## src/rtl/uart_cmd_bridge.sv

```systemverilog
// rtl/uart_cmd_bridge.sv - UART command bridge: rx deframer, command parser, bus master, tx framer
// Optional inter-byte timeout on the address/data phase: define UART_CMD_TIMEOUT_EN.
module uart_cmd_bridge #(
  parameter int         CLKS_PER_BIT = 5208,
  parameter int         ADDR_BYTES   = 4,
  parameter int         DATA_BYTES   = 4,
  parameter logic [7:0] CMD_WRITE    = 8'h56,
  parameter logic [7:0] CMD_READ     = 8'h55,
  parameter int         TIMEOUT_CLKS = 20 * CLKS_PER_BIT * 10
) (
  input  logic                    clk,
  input  logic                    reset_L,
  input  logic                    rx,
  output logic                    tx,
  output logic                    bus_req,
  output logic                    bus_we,
  output logic [8*ADDR_BYTES-1:0] bus_addr,
  output logic [8*DATA_BYTES-1:0] bus_wdata,
  input  logic                    bus_ack,
  input  logic [8*DATA_BYTES-1:0] bus_rdata,
  output logic                    frame_err,
  output logic                    busy
);
  localparam int AW = 8 * ADDR_BYTES;
  localparam int DW = 8 * DATA_BYTES;
  localparam int CW = $clog2(CLKS_PER_BIT + 1);
  localparam logic [CW-1:0] BIT_END  = CW'(CLKS_PER_BIT - 1);
  localparam logic [CW-1:0] HALF_END = CW'(CLKS_PER_BIT / 2 - 1);

  typedef enum logic [1:0] {R_IDLE, R_START, R_DATA, R_STOP} rx_state_t;
  typedef enum logic [2:0] {P_IDLE, P_ADDR, P_DATA, P_BUS, P_RESP} p_state_t;
  typedef enum logic [1:0] {T_IDLE, T_START, T_DATA, T_STOP} tx_state_t;

  rx_state_t     rx_state, rx_state_n;
  logic          rx_meta, rx_sync, rx_prev;
  logic [CW-1:0] rx_cnt, rx_cnt_n;
  logic [2:0]    rx_bit, rx_bit_n;
  logic [7:0]    rx_shift, rx_shift_n;
  logic          rx_strobe, rx_strobe_n, frame_err_n;

  always_ff @(posedge clk or negedge reset_L) begin
    if (!reset_L) begin
      rx_meta   <= 1'b1;
      rx_sync   <= 1'b1;
      rx_prev   <= 1'b1;
      rx_state  <= R_IDLE;
      rx_cnt    <= '0;
      rx_bit    <= '0;
      rx_shift  <= '0;
      rx_strobe <= 1'b0;
      frame_err <= 1'b0;
    end else begin
      rx_meta   <= rx;
      rx_sync   <= rx_meta;
      rx_prev   <= rx_sync;
      rx_state  <= rx_state_n;
      rx_cnt    <= rx_cnt_n;
      rx_bit    <= rx_bit_n;
      rx_shift  <= rx_shift_n;
      rx_strobe <= rx_strobe_n;
      frame_err <= frame_err_n;
    end
  end

  // Start bit is re-sampled at half a bit so short glitches fall back to idle.
  always_comb begin
    rx_state_n  = rx_state;
    rx_cnt_n    = rx_cnt + 1'b1;
    rx_bit_n    = rx_bit;
    rx_shift_n  = rx_shift;
    rx_strobe_n = 1'b0;
    frame_err_n = 1'b0;
    case (rx_state)
      R_IDLE: begin
        rx_cnt_n = '0;
        if (rx_prev && !rx_sync) rx_state_n = R_START;
      end
      R_START: if (rx_cnt == HALF_END) begin
        rx_cnt_n   = '0;
        rx_bit_n   = '0;
        rx_state_n = rx_sync ? R_IDLE : R_DATA;
      end
      R_DATA: if (rx_cnt == BIT_END) begin
        rx_cnt_n   = '0;
        rx_shift_n = {rx_sync, rx_shift[7:1]};
        rx_bit_n   = rx_bit + 3'd1;
        if (rx_bit == 3'd7) rx_state_n = R_STOP;
      end
      R_STOP: if (rx_cnt == BIT_END) begin
        rx_cnt_n   = '0;
        rx_state_n = R_IDLE;
        if (rx_sync) rx_strobe_n = 1'b1;
        else         frame_err_n = 1'b1;
      end
      default: rx_state_n = R_IDLE;
    endcase
  end

  p_state_t        p_state, p_state_n;
  logic [2:0]      idx, idx_n;
  logic [AW-1:0]   addr_n;
  logic [DW-1:0]   wdata_n;
  logic            we_n, busy_n;
  logic            tx_load, tx_done;
  logic [DW-1:0]   tx_load_data;
  logic [2:0]      tx_load_cnt;
  logic            to_expired;

`ifdef UART_CMD_TIMEOUT_EN
  localparam int TW = $clog2(TIMEOUT_CLKS + 1);
  localparam logic [TW-1:0] TO_END = TW'(TIMEOUT_CLKS);
  logic [TW-1:0] to_cnt;
  logic          in_frame;

  assign in_frame   = (p_state == P_ADDR) || (p_state == P_DATA);
  assign to_expired = in_frame && !rx_strobe && (to_cnt == TO_END);

  always_ff @(posedge clk or negedge reset_L) begin
    if (!reset_L)                              to_cnt <= '0;
    else if (in_frame && !rx_strobe && !to_expired) to_cnt <= to_cnt + 1'b1;
    else                                       to_cnt <= '0;
  end
`else
  assign to_expired = 1'b0;
`endif

  assign bus_req = (p_state == P_BUS);

  always_ff @(posedge clk or negedge reset_L) begin
    if (!reset_L) begin
      p_state   <= P_IDLE;
      idx       <= '0;
      bus_addr  <= '0;
      bus_wdata <= '0;
      bus_we    <= 1'b0;
      busy      <= 1'b0;
    end else begin
      p_state   <= p_state_n;
      idx       <= idx_n;
      bus_addr  <= addr_n;
      bus_wdata <= wdata_n;
      bus_we    <= we_n;
      busy      <= busy_n;
    end
  end

  always_comb begin
    p_state_n    = p_state;
    idx_n        = idx;
    addr_n       = bus_addr;
    wdata_n      = bus_wdata;
    we_n         = bus_we;
    busy_n       = busy;
    tx_load      = 1'b0;
    tx_load_data = '0;
    tx_load_cnt  = 3'd1;
    case (p_state)
      P_IDLE: if (rx_strobe) begin
        idx_n = '0;
        if (rx_shift == CMD_WRITE || rx_shift == CMD_READ) begin
          we_n      = (rx_shift == CMD_WRITE);
          busy_n    = 1'b1;
          p_state_n = P_ADDR;
        end else begin
          tx_load      = 1'b1;
          tx_load_data = DW'(8'h3F);
          p_state_n    = P_RESP;
        end
      end
      P_ADDR: if (rx_strobe) begin
        for (int k = 0; k < ADDR_BYTES; k++)
          if (idx == 3'(k)) addr_n[8*k +: 8] = rx_shift;
        idx_n = idx + 3'd1;
        if (idx == 3'(ADDR_BYTES - 1)) begin
          idx_n     = '0;
          p_state_n = bus_we ? P_DATA : P_BUS;
        end
      end
      P_DATA: if (rx_strobe) begin
        for (int k = 0; k < DATA_BYTES; k++)
          if (idx == 3'(k)) wdata_n[8*k +: 8] = rx_shift;
        idx_n = idx + 3'd1;
        if (idx == 3'(DATA_BYTES - 1)) begin
          idx_n     = '0;
          p_state_n = P_BUS;
        end
      end
      P_BUS: if (bus_ack) begin
        p_state_n = P_RESP;
        tx_load   = 1'b1;
        if (bus_we) begin
          tx_load_data = DW'(8'h06);
        end else begin
          tx_load_data = bus_rdata;
          tx_load_cnt  = 3'(DATA_BYTES);
        end
      end
      P_RESP: if (tx_done) begin
        p_state_n = P_IDLE;
        busy_n    = 1'b0;
      end
      default: p_state_n = P_IDLE;
    endcase
    if (to_expired) begin
      p_state_n    = P_IDLE;
      idx_n        = '0;
      busy_n       = 1'b0;
      tx_load      = 1'b1;
      tx_load_data = DW'(8'h15);
      tx_load_cnt  = 3'd1;
    end
  end

  tx_state_t     tx_state, tx_state_n;
  logic [CW-1:0] tx_cnt, tx_cnt_n;
  logic [2:0]    tx_bit, tx_bit_n, tx_left, tx_left_n;
  logic [DW-1:0] tx_buf, tx_buf_n;
  logic [7:0]    tx_byte_n;
  logic          tx_n;

  always_ff @(posedge clk or negedge reset_L) begin
    if (!reset_L) begin
      tx_state <= T_IDLE;
      tx_cnt   <= '0;
      tx_bit   <= '0;
      tx_left  <= '0;
      tx_buf   <= '0;
      tx       <= 1'b1;
    end else begin
      tx_state <= tx_state_n;
      tx_cnt   <= tx_cnt_n;
      tx_bit   <= tx_bit_n;
      tx_left  <= tx_left_n;
      tx_buf   <= tx_buf_n;
      tx       <= tx_n;
    end
  end

  // Multi-byte responses chain stop -> start directly so there is no idle gap.
  always_comb begin
    tx_state_n = tx_state;
    tx_cnt_n   = tx_cnt + 1'b1;
    tx_bit_n   = tx_bit;
    tx_left_n  = tx_left;
    tx_buf_n   = tx_buf;
    tx_done    = 1'b0;
    case (tx_state)
      T_IDLE: begin
        tx_cnt_n = '0;
        if (tx_load) begin
          tx_buf_n   = tx_load_data;
          tx_left_n  = tx_load_cnt;
          tx_state_n = T_START;
        end
      end
      T_START: if (tx_cnt == BIT_END) begin
        tx_cnt_n   = '0;
        tx_bit_n   = '0;
        tx_state_n = T_DATA;
      end
      T_DATA: if (tx_cnt == BIT_END) begin
        tx_cnt_n = '0;
        tx_bit_n = tx_bit + 3'd1;
        if (tx_bit == 3'd7) tx_state_n = T_STOP;
      end
      T_STOP: if (tx_cnt == BIT_END) begin
        tx_cnt_n = '0;
        if (tx_left > 3'd1) begin
          tx_left_n  = tx_left - 3'd1;
          tx_buf_n   = tx_buf >> 8;
          tx_state_n = T_START;
        end else begin
          tx_state_n = T_IDLE;
          tx_done    = 1'b1;
        end
      end
      default: tx_state_n = T_IDLE;
    endcase
    tx_byte_n = tx_buf_n[7:0];
    tx_n      = 1'b1;
    if (tx_state_n == T_START)     tx_n = 1'b0;
    else if (tx_state_n == T_DATA) tx_n = tx_byte_n[tx_bit_n];
  end

endmodule

```

## config.mk

```make
export PLATFORM = sky130hd
export DESIGN_NAME = uart_cmd_bridge
export DESIGN_NICKNAME = d
export VERILOG_FILES = /design/src/rtl/uart_cmd_bridge.sv
export SDC_FILE = /design/constraint.sdc
export NUM_CORES = 1
export LEC_CHECK = 0
export CAP_MARGIN = 10
export CORE_MARGIN = 4
export CORE_UTILIZATION = 50
export DETAILED_ROUTE_END_ITERATION = 8
export HOLD_SLACK_MARGIN = 0.06
export PLACE_DENSITY = 0.73
export SETUP_SLACK_MARGIN = 0.3
export SYNTH_ARGS = -nofsm -noshare
export SYNTH_HDL_FRONTEND = slang
export SYNTH_SLANG_ARGS = --single-unit
```

## constraint.sdc

```tcl
create_clock -name clk -period 7.4 [get_ports clk]
set_clock_uncertainty 0.1 [all_clocks]
set_input_delay 1.48 -clock clk [delete_from_list [all_inputs] [get_ports clk]]
set_output_delay 1.48 -clock clk [all_outputs]
set_load 0.05 [all_outputs]
```

### Word level (Yosys, flattened, before mapping)

Cells that the tools add are included.

| cells by class | value |
|---|---|
| add/subtract/negate cells | 6 |
| $lt $le $gt $ge | 2 |
| eq/ne operators | 39 |
| multiplexer cells | 76 |
| reductions and logical operators | 30 |

Operators with widths:

| kind | count |
|---|---|
| 32-bit 2-to-1 mux | 5 |
| 32-bit one-hot mux with 2 select lines | 2 |
| 3-bit 2-to-1 mux | 21 |
| 13-bit 2-to-1 mux | 3 |
| 13-bit one-hot mux with 3 select lines | 1 |
| 3-bit AND reduction | 11 |
| 2-bit inequality test (second input constant) | 15 |
| 13-bit by 1-bit adder with 13-bit output (second input constant) | 2 |
| 13-bit equality test (second input constant) | 2 |
| 13-bit one-hot mux with 2 select lines | 1 |
| 3-bit one-hot mux with 2 select lines | 4 |
| 2-bit 2-to-1 mux | 11 |
| 1-bit 2-to-1 mux | 20 |
| 8-bit by 7-bit equality test with 1-bit output (second input constant) | 2 |
| 2-bit one-hot mux with 4 select lines | 2 |
| 3-bit one-hot mux with 5 select lines | 1 |
| 13-bit by 12-bit equality test with 1-bit output (second input constant) | 1 |
| 3-bit by 2-bit equality test with 1-bit output (second input constant) | 4 |
| 6-bit 2-to-1 mux | 2 |
| 2-bit equality test (second input constant) | 5 |
| 3-bit by 1-bit adder with 3-bit output (second input constant) | 3 |
| 3-bit equality test (second input constant) | 3 |
| 4-bit AND reduction | 2 |
| 2-bit nonzero test | 4 |
| other kinds (18) | 26 |

| word-level totals | value |
|---|---|
| bits in registers | 157 |
| input bits | 36 |
| output and inout bits | 69 |
| logic and storage cells | 181 |

### Longest topological paths before layout

Gate-level depths: netlist (run 1).

| depth | value |
|---|---|
| depth after elaboration | 11 |
| depth in mapped cells | 12 |
| mapped depth without buffers | 12 |

### Worst setup path before layout (run 1)

No wires, ideal clock.

| timing | value |
|---|---|
| kind | input to register |
| from | input port bus_ack |
| to | register tx |
| setup time | 0.077 ns |
| arrival time | 2.927 ns |
| required time | 7.223 ns |
| slack | 4.296 ns |
| stages on the path | 7 |
| buffers on the path | 0 |
| path through | nand4b_1 -> nor3_1 -> nand2_1 -> nand2_1 -> o311ai_0 -> o211a_1 -> a31oi_1 |

| on the way | value |
|---|---|
| longest elaborated chain between the ends | 8 |
| elaborated cells between the ends (all ways) | 14 |
| classes of those cells | eq/ne (2); mux (12) |

RTL lines:

| item | line | source |
|---|---|---|
| from (decl) | 19 | `input logic bus_ack,` |
| 32-bit 2-to-1 mux / 1-bit 2-to-1 mux (equally long branches) | 188 | `P_BUS: if (bus_ack) begin` |
| 32-bit one-hot mux with 2 select lines / 1-bit one-hot mux with 2 select lines (equally long branches) | 157 | `case (p_state)` |
| 32-bit 2-to-1 mux | 250 | `if (tx_load) begin` |
| 32-bit one-hot mux with 2 select lines | 247 | `case (tx_state)` |
| 1-bit binary-select mux with 3-bit select | 282 | `else if (tx_state_n == T_DATA) tx_n = tx_byte_n[tx_bit_n];` |
| 1-bit 2-to-1 mux (not written as such) | 282 |  |
| 1-bit 2-to-1 mux | 282 |  |
| 1-bit 2-to-1 mux * | 281 | `if (tx_state_n == T_START) tx_n = 1'b0;` |
| named net tx_n | 219 | `logic tx_n;` |
| to (signal assigned) | 235 | `tx <= tx_n;` |
| to (decl) | 14 | `output logic tx,` |

Mark *: on every way through the listed nets, which the timed path passes. The rest lies on a longest branch. The select of a mux whose other input is x is not followed.
A chain may end at the register's enable or synchronous reset.

### Worst setup path in the final report (run 1)

| timing | value |
|---|---|
| from | register p_state[0] |
| to | output port bus_req |

| on the way | value |
|---|---|
| longest elaborated chain between the ends | 1 |

RTL lines:

| item | line | source |
|---|---|---|
| from (decl) | 99 | `p_state_t p_state, p_state_n;` |
| from (signal assigned) | 138 | `p_state <= p_state_n;` |
| 3-bit by 2-bit equality test with 1-bit output | 127 | `assign bus_req = (p_state == P_BUS);` |
| to (decl) | 15 | `output logic bus_req,` |

No other way between the ends.

==> reports/results.md, run 1 <==
| Metric | Reported | Unit |
|:---|:---|:---|
| Data required time at the worst endpoint | 5.82 | ns |
| Synth Area per Inst | 11.0 | um^2 |
| Pre-CTS setup slack | 3.18 | ns |
| Number of iterations in the first detailed-routing pass | 5 | - |
| Arr. time, crit path | 2.15 | ns |
| Number of global-route vias before repair | 5518 | - |
| Number of buffers between clock root and the deepest sink | 2 | - |
| Static power due to leakage | 4.09 | nW |
| Share of final-layout standard cells stronger than drive strength 1 | 14.4 | % |
| Worst path depth | 3 | - |
| Outcome | complete, no violations | - |
| Die area | 16600 | um^2 |
| Type of the worst setup path | reg -> out | - |
| Sequential fraction of the synthesis area | 53.9 | % |
| Class of the tightest hold or removal check | reg -> reg | - |
| Max rail drop VDD | 0.000268 | V |
| # DRC | 0 | - |
| Clock Tree Root | sky130_fd_sc_hd__clkbuf_16 | - |
| RePlAce Congestion | 0.868 | - |
| Initial standard-cell utilization of the core | 51.8 | % |
| Average wire per standard cell | 18.0 | um |
| CP top delay family | buffers and inverters | - |
| Floorplan row count | 43 | - |
| Slew Limit Headroom | 28.3 | % |
| Die boundary height | 129 | um |
| Post-synth design cell area | 7300 | um^2 |
| Capture instance of the worst register-to-register path | tx | - |
| Number of I/O pins | 105 | - |
| Global routing met3 resource utilization | 5.52 | % |
| Flip-flop and latch count after synthesis | 157 | - |
| Cell with the largest stage delay on the worst path | sky130_fd_sc_hd__clkdlybuf4s50_1 | - |
| Synthesis-to-layout area growth | 24.0 | % |
| Last element of the critical path | bus_req | - |
| Number of gates resized after cts | 0 | - |
| Placed wire-length estimate | 12100 | um |
| Number of synthesized flops with an enable pin | 0 | - |
| CP Max Fanout | 15 | - |
| Die Wd | 129 | um |
| Setup repair after global routing missed its margin | no | - |
| Delay of the slowest critical-path stage | 0.84 | ns |
| Clock edge transition at the registers on the reported setup and hold paths | 0.06 | ns |
| Max-Cap Viols | 0 | - |
| Setup slack of the most critical reg-to-reg path | 3.95 | ns |
| Buffer and inverter count on the worst path | 1 | - |
| Slew Viols, Final | 0 | - |
| FF-to-FF Start | tx_cnt[0] | - |
| Vias per Instance | 5.60 | - |
| GR Util met1 | 28.6 | % |
| 1st-iter DRT viols | 388 | - |
| Setup bufs post-CTS | 0 | - |
| Final TNS setup | 0 | ns |
| Synthesized netlist cell count | 666 | - |
| Adder-Cell Fraction of Synth Area | 3.22 | % |
| Ys Warns | 0 | - |
| Worst-margin pin slew | 1.06 | ns |
| Main combinational cell family by area after synthesis | simple AND/OR/NAND/NOR gates | - |
| Critical path launch point | p_state[0] | - |
| Number of buffers inserted during clock tree synthesis | 17 | - |
| Post-synthesis xor/xnor area fraction | 2.76 | % |
| Clock Sink Count | 157 | - |
| Final setup margin | 3.67 | ns |
| Peak clock frequency supported by timing | 268 | MHz |
| Synthesized net count | 720 | - |
| Power Total | 1.83 | mW |
| Largest net degree at the start of global routing | 94 | - |
| Clock latency at the later pin of the worst-skew pair | 0.42 | ns |
| GRT overflow | 0 | - |
| Antenna diode count | 0 | - |
| Asr flop ratio synth | 100 | % |
| Total track usage | 21.7 | % |
| Primary flip-flop cell chosen by synthesis mapping | sky130_fd_sc_hd__dfrtp_1 | - |
| Initial antenna violation count | 0 | - |
| Worst Reg2Reg Path Length in Cells | 12 | - |
| Via count | 5357 | - |
| Global routing's busiest layer | met2 | - |
| Critical-path cell list | nand2_1, nor2_1, clkdlybuf4s50_1 | - |
| Count of hold-fix buffers inserted at cts | 0 | - |
| Simple logic cell fraction of the synthesized area | 15.0 | % |
| Pwr Density | 202 | nW/um^2 |
| Number of different library cells in the post-synthesis netlist | 63 | - |
| Antenna Violating Nets Remaining | 0 | - |
| Post-route clock period utilization | 50.4 | % |
| Core ar. | 14100 | um^2 |
| Critical path endpoint category | output pin | - |
| First-pass GRT wire length | 28500 | um |
| TritonCTS clock tree | done | - |
| Post-synthesis compound-gate area fraction | 11.9 | % |
| Final layout net count | 817 | - |
| Htree depth | 4 | - |
| Endpoints failing hold | 0 | - |
| Hold slack | 0.264 | ns |
| Nature of the critical path startpoint | flop | - |
| Met2 GRT Util | 35.5 | % |
| Multiplexer area fraction after synthesis | 10.3 | % |
| Number of buffers inserted by port buffering | 104 | - |
| Final routed wirelength across all metal layers | 17200 | um |
| Time the final worst path needs with I/O delays and setup | 3.73 | ns |
| Final-report setup violation count | 0 | - |
where the power goes:
group / switching [mW] / internal (mW) / leakage (nW)
Sequential: 0.0236 / 0.878 / 2.12
Clock: 0.345 / 0.496 / 0.283
Combinational: 0.0447 / 0.0384 / 1.69
state kept, by name, indices dropped and copies added (netlist names), named ones only:
signal / count
rx_bit: 3
rx_prev: 1
rx_sync: 1
tx_buf: 32
rx_strobe: 1
bus_addr: 32
tx_bit: 3
bus_we: 1
rx_cnt: 13
frame_err: 1
busy: 1
tx_cnt: 13
tx: 1
tx_state: 2
idx: 3
tx_left: 3
rx_state: 1
rx_meta: 1
p_state: 3
bus_wdata: 32
rx_shift: 8
cell usage after synthesis (all sizes together), types with 10 or more instances:
library cell / number / share of area, %
nand2b: 16 / 1.4
inv: 23 / 1.2
o31ai: 17 / 1.7
clkbuf: 27 / 1.4
nor2: 59 / 3.0
and3: 10 / 0.86
mux2: 67 / 10
ha: 18 / 3.1
nand2: 80 / 4.1
a21oi: 21 / 1.5
xor2: 12 / 1.4
dfrtp: 153 / 52
o21ai: 25 / 1.7
nand3: 17 / 1.2
a22oi: 18 / 1.9
xnor2: 11 / 1.3
kinds of logic after synthesis:
| group | Yosys count |
|---|---|
| XOR/XNOR | 23 |
| flip-flops | 157 |
| multiplexers | 67 |
| buffers and inverters | 53 |
| adder cells (fa/ha/maj) | 19 |
| AO/OA/AOI/OAI | 123 |
| AND/OR/NAND/NOR | 224 |
placed cells by master (no fill, tap or decap), types with 4 or more instances in the layout:
cell | Yosys | routed
sky130_fd_sc_hd__xnor2_1 | 11 | 11
sky130_fd_sc_hd__nand3b_1 | 4 | 4
sky130_fd_sc_hd__nand2_1 | 80 | 80
sky130_fd_sc_hd__mux2_2 | 67 | 67
sky130_fd_sc_hd__ha_1 | 18 | 18
sky130_fd_sc_hd__a31oi_1 | 6 | 6
sky130_fd_sc_hd__nand3_1 | 17 | 17
sky130_fd_sc_hd__inv_6 | 0 | 4
sky130_fd_sc_hd__nand4_1 | 4 | 4
sky130_fd_sc_hd__nor2_1 | 59 | 59
sky130_fd_sc_hd__and3_1 | 10 | 10
sky130_fd_sc_hd__inv_1 | 22 | 22
sky130_fd_sc_hd__dfrtp_1 | 153 | 153
sky130_fd_sc_hd__o31ai_1 | 17 | 17
sky130_fd_sc_hd__dfstp_2 | 4 | 4
sky130_fd_sc_hd__a22o_1 | 4 | 4
sky130_fd_sc_hd__a21o_1 | 4 | 4
sky130_fd_sc_hd__clkbuf_16 | 0 | 17
sky130_fd_sc_hd__nor4bb_1 | 4 | 4
sky130_fd_sc_hd__and2_1 | 7 | 7
sky130_fd_sc_hd__xor2_1 | 12 | 12
sky130_fd_sc_hd__clkinv_4 | 0 | 4
sky130_fd_sc_hd__o21ai_0 | 25 | 25
sky130_fd_sc_hd__clkdlybuf4s50_1 | 0 | 103
sky130_fd_sc_hd__nand2b_1 | 16 | 16
sky130_fd_sc_hd__nor2b_1 | 4 | 4
sky130_fd_sc_hd__a21oi_1 | 20 | 20
sky130_fd_sc_hd__a22oi_1 | 18 | 18
metrics by stage:
step           area (um^2)  cells  utilization [%]
6_report              9050    956             64.2
5_1_grt               9050    956             64.2
4_1_cts               9040    955             64.2
3_5_place_dp          8470    923             60.1
3_3_place_gp          8470    923             60.1
2_1_floorplan         7300    666                -
worst min-delay path by stage:
| stage | end | slack [ns] | from | cells past startpoint |
|---|---|---|---|---|
| after floorplan | rx_sync | 0.25 | rx_meta | 0 |
| after global placement | rx_sync | 0.25 | rx_meta | 0 |
| after detailed placement | rx_sync | 0.25 | rx_meta | 0 |
| after CTS | rx_sync | 0.26 | rx_meta | 0 |
| after global routing | rx_sync | 0.26 | rx_meta | 0 |
| final | rx_sync | 0.26 | rx_meta | 0 |
metal layers:
layer | wire, um | vias up
met3 | 706 | 27
met1 | 7630 | 2667
met4 | 289 | 0
li1 | - | 2547
met2 | 8600 | 116
met5 | 0 | -
area by class of cell:
type                            instances  area [um^2]
Clock buffer                           23          478
Clock inverter                          9          100
Inverter                               23         86.3
Multi-Input combinational cell        456         3160
Fill cell                            1123         5050
Timing Repair Buffer                  108         1070
Tap cell                              180          225
Sequential cell                       157         3930
Power figures use the tool's default switching activity.
==> run 2, diff against run 1 <==
==> constraint.sdc (replaced) <==
create_clock -name clk -period 3.7 [get_ports clk]
set_clock_uncertainty 0.1 [all_clocks]
set_input_delay 0.74 -clock clk [delete_from_list [all_inputs] [get_ports clk]]
set_output_delay 0.74 -clock clk [all_outputs]
set_load 0.05 [all_outputs]
==> reports/results.md, run 2 (same netlist as run 1, synthesis figures left out) <==
| Metric | Reported | Unit | Change |
|:---|:---|:---|:---|
| Die boundary height | 129 | um | unchanged |
| Clock Tree Root | sky130_fd_sc_hd__clkbuf_16 | - | unchanged |
| Worst Reg2Reg Path Length in Cells | 13 | - | was 12 |
| Final TNS setup | 0 | ns | unchanged |
| Htree depth | 4 | - | unchanged |
| Die Wd | 129 | um | unchanged |
| Sw Share | 24.0 | % | was 22.6% |
| Number of buffers inserted by port buffering | 104 | - | unchanged |
| Share of power burned in combinational logic | 4.8 | % | was 4.5% |
| # DRC | 0 | - | unchanged |
| Hold slack | 0.238 | ns | was 0.264 ns |
| Capture instance of the worst register-to-register path | tx | - | unchanged |
| Top flop regs | bus_addr (32), bus_wdata (32), tx_buf (32) | - | unchanged |
| Number of global-route vias before repair | 5599 | - | was 5518 |
| Antenna diode count | 0 | - | unchanged |
| Proportion of power drawn by the clock network | 45.0 | % | was 46.1% |
| Endpoints failing hold | 0 | - | unchanged |
| Via count | 5413 | - | was 5357 |
| Critical path endpoint category | flop | - | was output pin |
| Post-route cell area | 9080 | um^2 | was 9050 um^2 |
| Sequential fraction of design power | 50.2 | % | was 49.4% |
| Cell internal pwr | 2.73 | mW | was 1.41 mW |
| Number of buffers inserted during clock tree synthesis | 17 | - | unchanged |
| 1st-iter DRT viols | 402 | - | was 388 |
| Slew Viols, Final | 0 | - | unchanged |
| Peak clock frequency supported by timing | 323 | MHz |  |
| Setup bufs post-CTS | 0 | - | unchanged |
| GRT overflow | 0 | - | unchanged |
| Most frequent cells in the layout | sky130_fd_sc_hd__dfrtp_1, sky130_fd_sc_hd__clkdlybuf4s50_1, sky130_fd_sc_hd__nand2_1 | - | unchanged |
| First-pass GRT wire length | 28100 | um | was 28500 um |
| Number of gates resized after cts | 0 | - | unchanged |
| Final routed wirelength across all metal layers | 17000 | um | was 17200 um |
| Max rail drop VDD | 0.000418 | V | was 0.000268 V |
| Post-route clock period utilization | 83.7 | % |  |
| Worst-margin pin slew | 1.04 | ns | was 1.06 ns |
| Share of final-layout standard cells stronger than drive strength 1 | 15.3 | % | was 14.4% |
| FF-to-FF Start | tx_cnt[0] | - | unchanged |
| Outcome | complete, no violations | - | unchanged |
| Pwr Density | 395 | nW/um^2 | was 202 nW/um^2 |
| Core ar. | 14100 | um^2 | unchanged |
| Cell with the largest stage delay on the worst path | sky130_fd_sc_hd__nor3_4 | - | was sky130_fd_sc_hd__clkdlybuf4s50_1 |
| Final std cells w/o fill | 962 | - | was 956 |
| Clock latency at the later pin of the worst-skew pair | 0.42 | ns | about the same |
| Clock edge transition at the registers on the reported setup and hold paths | 0.06 | ns | about the same |
| Vias per Instance | 5.63 | - | was 5.60 |
| Antenna Violating Nets Remaining | 0 | - | unchanged |
| Static power due to leakage | 4.11 | nW | was 4.09 nW |
| Synthesis-to-layout area growth | 24.4 | % | was 24.0% |
| Total track usage | 21.4 | % | was 21.7% |
| Data required time at the worst endpoint | 3.94 | ns | was 5.82 ns |
| Type of the worst setup path | reg -> reg | - | was reg -> out |
| Count of placed standard cells including taps | 930 | - | was 923 |
| Placed inst area | 8530 | um^2 | was 8470 um^2 |
| Number of I/O pins | 105 | - | unchanged |
| Floorplan row count | 43 | - | unchanged |
| Clock Sink Count | 157 | - | unchanged |
| Final-report setup violation count | 0 | - | unchanged |
| Setup repair after global routing missed its margin | no | - | unchanged |
| Average wire per standard cell | 17.7 | um | was 18.0 um |
| Delay of the slowest critical-path stage | 0.42 | ns | was 0.84 ns |
| Fillers | 1109 | - | was 1123 |
| Initial antenna violation count | 0 | - | unchanged |
| Final layout net count | 823 | - | was 817 |
| Nature of the critical path startpoint | flop | - | unchanged |
| Setup slack of the most critical reg-to-reg path | 0.60 | ns | was 3.95 ns |
| Number of iterations in the first detailed-routing pass | 5 | - | unchanged |
| Count of hold-fix buffers inserted at cts | 0 | - | unchanged |
| CP Max Fanout | 9 | - | was 15 |
| Arr. time, crit path | 3.34 | ns | was 2.15 ns |
| Critical-path cell list | ha_1, nand4bb_1, nor3_4, inv_2, ha_1, inv_1, a22oi_1, a21oi_1, buf_4, nand2_1, o311ai_0, o211a_1, a31oi_1 | - | was nand2_1, nor2_1, clkdlybuf4s50_1 |
| Net load switching power | 0.861 | mW | was 0.414 mW |
| Placed wire-length estimate | 12100 | um | about the same |
| TritonCTS clock tree | done | - | unchanged |
| Slew Limit Headroom | 30.9 | % | was 28.3% |
| Die area | 16600 | um^2 | unchanged |
| Class of the tightest hold or removal check | in -> async | - | was reg -> reg |
| Initial standard-cell utilization of the core | 51.8 | % | unchanged |
| Number of buffers between clock root and the deepest sink | 2 | - | unchanged |
| Time the final worst path needs with I/O delays and setup | 3.10 | ns |  |
| RePlAce Congestion | 0.860 | - | was 0.868 |
| Most common cell after layout, fill and taps aside | sky130_fd_sc_hd__dfrtp_1 | - | unchanged |
| Worst path most repeated cell | sky130_fd_sc_hd__ha_1 | - |  |
| Critical path launch point | tx_cnt[0] | - | was p_state[0] |
| Max-Cap Viols | 0 | - | unchanged |
| Largest net degree at the start of global routing | 74 | - | was 94 |
[run 2: changes by cell type in the layout (fill, tap and decap cells not counted), sizes merged]
cell | previous run | this run
buf | 5 | 11
bufinv | 1 | 0
clkbuf | 23 | 19
clkinv | 4 | 5
clkinvlp | 0 | 1
inv | 27 | 30
[run 2: stage by stage]
| stage | setup WS, ns | power, mW | utilization, % |
|---|---|---|---|
| after floorplan | 0.826 | 1.90 | - |
| after global placement | 0.652 | 1.99 | 60.5 |
| after detailed placement | 0.518 | 2.00 | 60.5 |
| after CTS | 0.607 | 3.62 | 64.4 |
| after global routing | 0.391 | 3.73 | 64.4 |
| final | 0.603 | 3.59 | 64.4 |
[run 2: how the worst max path moves through the flow]
| stage | end | slack (ns) | cells after the start |
|---|---|---|---|
| final | tx | 0.60 | 13 |
| after global routing | tx | 0.39 | 13 |
| after CTS | tx | 0.61 | 13 |
| after detailed placement | tx_buf[10] | 0.52 | 8 |
| after global placement | tx_left[0] | 0.65 | 9 |
| after floorplan | tx | 0.83 | 11 |
[run 2: area by class of cell]
class / count / area, um^2 / share of cell area, %
inverter: 23 / 86.3 / 0.951
clock buffer: 19 / 443 / 4.88
tap: 180 / 225 / 2.48
sequential: 157 / 3930 / 43.3
clock inverter: 13 / 104 / 1.14
multi-input combinational: 456 / 3160 / 34.8
timing repair buffer: 114 / 1130 / 12.4
[run 2: worst max-delay path, delay by kind of cell, from the launching register on]
kind / cells / cell delay [ns]
AOI/OAI and AO/OA: 5 / 0.82
and+or+nand+nor: 3 / 0.76
adders and majority gates: 2 / 0.57
DFF: 1 / 0.39
buffers and inverters: 3 / 0.37
[run 2: per-layer routing]
layer,vias to the layer above,track usage (%),routed length (um)
met5,-,0,0
met1,2718,27.7,7400
met4,0,6.92,259
met2,108,34.9,8620
met3,23,6.06,774
li1,2564,-,-
[run 2: power groups by stage]
| stage | Combinational [mW] | Clock (mW) | Sequential [mW] |
|---|---|---|---|
| after global placement | 0.165 | 0 | 1.83 |
| after CTS | 0.175 | 1.65 | 1.80 |
| after detailed placement | 0.171 | 0 | 1.83 |
| after floorplan | 0.0805 | 0 | 1.82 |
| final | 0.171 | 1.61 | 1.80 |
| after global routing | 0.196 | 1.73 | 1.81 |
==> run 3, diff against run 2 <==
==> constraint.sdc (replaced) <==
create_clock -name clk -period 3 [get_ports clk]
set_clock_uncertainty 0.1 [all_clocks]
set_input_delay 0.6 -clock clk [delete_from_list [all_inputs] [get_ports clk]]
set_output_delay 0.6 -clock clk [all_outputs]
set_load 0.05 [all_outputs]
==> reports/results.md, run 3 (same netlist as run 1, synthesis figures left out) <==
| Metric | Reported | Unit | Change |
|:---|:---|:---|:---|
| Clock Tree Root | sky130_fd_sc_hd__clkbuf_16 | - | unchanged |
| Clock Sink Count | 157 | - | unchanged |
| Outcome | complete, no violations | - | unchanged |
| Top flop regs | bus_addr (32), bus_wdata (32), tx_buf (32) | - | unchanged |
| Count of hold-fix buffers inserted at cts | 0 | - | unchanged |
| Number of I/O pins | 105 | - | unchanged |
| Number of buffers inserted during clock tree synthesis | 17 | - | unchanged |
| Buffer and inverter count on the worst path | 3 | - | unchanged |
| Class of the tightest hold or removal check | in -> async | - | unchanged |
| Clock edge transition at the registers on the reported setup and hold paths | 0.07 | ns | was 0.06 ns |
| Fillers | 1046 | - | was 1109 |
| Largest net degree at the start of global routing | 77 | - | was 74 |
| Via count | 5507 | - | was 5413 |
| Slew Limit Headroom | 51.6 | % | was 30.9% |
| Synthesis-to-layout area growth | 29.0 | % | was 24.4% |
| Total track usage | 22.2 | % | was 21.4% |
| TritonCTS clock tree | done | - | unchanged |
| Share of final-layout standard cells stronger than drive strength 1 | 18.8 | % | was 15.3% |
| Delay of the slowest critical-path stage | 0.57 | ns | was 0.42 ns |
| CP Max Fanout | 7 | - | was 9 |
| Static power due to leakage | 4.26 | nW | was 4.11 nW |
| Most frequent cells in the layout | sky130_fd_sc_hd__dfrtp_1, sky130_fd_sc_hd__clkdlybuf4s50_1, sky130_fd_sc_hd__nand2_1 | - | unchanged |
| Clock latency at the later pin of the worst-skew pair | 0.42 | ns | about the same |
| Htree depth | 4 | - | unchanged |
| Number of buffers inserted by port buffering | 104 | - | unchanged |
| Nature of the critical path startpoint | flop | - | unchanged |
| Peak clock frequency supported by timing | 378 | MHz | was 323 MHz |
| Critical path launch point | tx_cnt[11] | - | was tx_cnt[0] |
| Die Wd | 129 | um | unchanged |
| Pwr Density | 502 | nW/um^2 | was 395 nW/um^2 |
| Time the final worst path needs with I/O delays and setup | 2.65 | ns | was 3.10 ns |
| Vias per Instance | 5.63 | - | about the same |
| Critical path endpoint category | flop | - | unchanged |
| Final std cells w/o fill | 979 | - | was 962 |
| Critical-path cell list | or4b_4, nor3_4, inv_2, ha_1, inv_1, a22oi_2, a21oi_4, buf_4, nor2_1, o211a_1, a31oi_1 | - | was ha_1, nand4bb_1, nor3_4, inv_2, ha_1, inv_1, a22oi_1, a21oi_1, buf_4, nand2_1, o311ai_0, o211a_1, a31oi_1 |
| Average wire per standard cell | 18.1 | um | was 17.7 um |
| Final-report setup violation count | 0 | - | unchanged |
| # DRC | 0 | - | unchanged |
| Floorplan row count | 43 | - | unchanged |
| First-pass GRT wire length | 29000 | um | was 28100 um |
| Initial standard-cell utilization of the core | 51.8 | % | unchanged |
| Final layout net count | 840 | - | was 823 |
| Number of iterations in the first detailed-routing pass | 5 | - | unchanged |
| Data required time at the worst endpoint | 3.23 | ns | was 3.94 ns |
| Max rail drop VDD | 0.000389 | V | was 0.000418 V |
| RePlAce Congestion | 0.865 | - | was 0.860 |
| CP top delay family | simple AND/OR/NAND/NOR gates | - | was compound AO/OA/AOI/OAI gates |
| Die area | 16600 | um^2 | unchanged |
| Antenna diode count | 0 | - | unchanged |
| Antenna Violating Nets Remaining | 0 | - | unchanged |
| Final TNS setup | 0 | ns | unchanged |
| Number of global-route vias before repair | 5668 | - | was 5599 |
| FF-to-FF Start | tx_cnt[11] | - | was tx_cnt[0] |
| Die boundary height | 129 | um | unchanged |
| Setup repair after global routing missed its margin | yes | - | was no |
| Most common cell after layout, fill and taps aside | sky130_fd_sc_hd__dfrtp_1 | - | unchanged |
| Arr. time, crit path | 2.88 | ns | was 3.34 ns |
| Number of buffers between clock root and the deepest sink | 2 | - | unchanged |
| Max-Cap Viols | 0 | - | unchanged |
| Initial antenna violation count | 0 | - | unchanged |
| Worst-margin pin slew | 0.727 | ns | was 1.04 ns |
| Final routed wirelength across all metal layers | 17700 | um | was 17000 um |
| Endpoints failing hold | 0 | - | unchanged |
| Slew Viols, Final | 0 | - | unchanged |
| Type of the worst setup path | reg -> reg | - | unchanged |
| Cell with the largest stage delay on the worst path | sky130_fd_sc_hd__or4b_4 | - | was sky130_fd_sc_hd__nor3_4 |
| Count of placed standard cells including taps | 939 | - | was 930 |
| Placed wire-length estimate | 12300 | um | was 12100 um |
| GRT overflow | 0 | - | unchanged |
| Core ar. | 14100 | um^2 | unchanged |
| 1st-iter DRT viols | 371 | - | was 402 |
| Post-route clock period utilization | 88.2 | % | was 83.7% |
## run 3: repair_timing
| item | in CTS | in global routing |
|---|---|---|
| hold endpoints to repair | 0 | 0 |
| setup endpoints to repair | 2 | 25 |
| pin swaps | 3 | 4 |
| buffers inserted | 4 | 4 |
| resized for setup | 4 | 14 |
## run 3: worst reg2reg max path, delay by kind of cell (launching register included)
| family | cells | cell delay [ns] |
|---|---|---|
| AO/OA/AOI/OAI | 4 | 0.73 |
| adder cells (fa/ha/maj) | 1 | 0.27 |
| buffers and inverters | 3 | 0.30 |
| flip-flops | 1 | 0.40 |
| AND/OR/NAND/NOR | 3 | 0.77 |
## run 3: final cells by class
| type | instances | area (um^2) | share of cell area, % |
|---|---|---|---|
| Clock buffer | 18 | 429 | 4.56 |
| Timing Repair Buffer | 131 | 1280 | 13.7 |
| Sequential cell | 157 | 3930 | 41.8 |
| Tap cell | 180 | 225 | 2.39 |
| Multi-Input combinational cell | 456 | 3260 | 34.6 |
| Inverter | 23 | 86.3 | 0.917 |
| Clock inverter | 14 | 195 | 2.07 |
## run 3: worst paths after layout
path / depth (start not counted) / slack (ns) / endpoint
worst max-delay path: 11 / 0.35 / tx
worst min-delay path: 1 / 0.09 / bus_wdata[17]
worst max register to register: 11 / 0.35 / tx
worst min register to register: 0 / 0.26 / rx_sync
max in group asynchronous: 2 / 1.96 / rx_meta
min in group clk: 0 / 0.26 / rx_sync
## run 3: where the power goes
part	internal (mW)	switching [mW]
Sequential	2.16	0.0605
Combinational	0.105	0.112
Clock	1.35	0.938
Total	3.62	1.11
## run 3: per-layer routing
| metal | routed length [um] | part of all wire, % | global-route usage [%] |
|---|---|---|---|
| met1 | 7790 | 44 | 29.9 |
| met2 | 8780 | 49 | 35.5 |
| met3 | 898 | 5.1 | 5.81 |
| met4 | 276 | 1.6 | 7.04 |
| met5 | 0 | 0 | 0 |
## run 3: metrics by stage
stage          area (um^2)  power (mW)  hold WS (ns)  worst slack [ns]  utilization, %
5_1_grt               9410        4.92         0.142             0.231            66.8
3_3_place_gp          8630        2.47         0.246             0.255            61.2
2_1_floorplan         7300        2.35         0.204             0.303               -
3_5_place_dp          8630        2.48         0.247             0.135            61.2
4_1_cts               9290        4.77         0.141             0.283            65.9
6_report              9410        4.73        0.0930             0.353            66.8
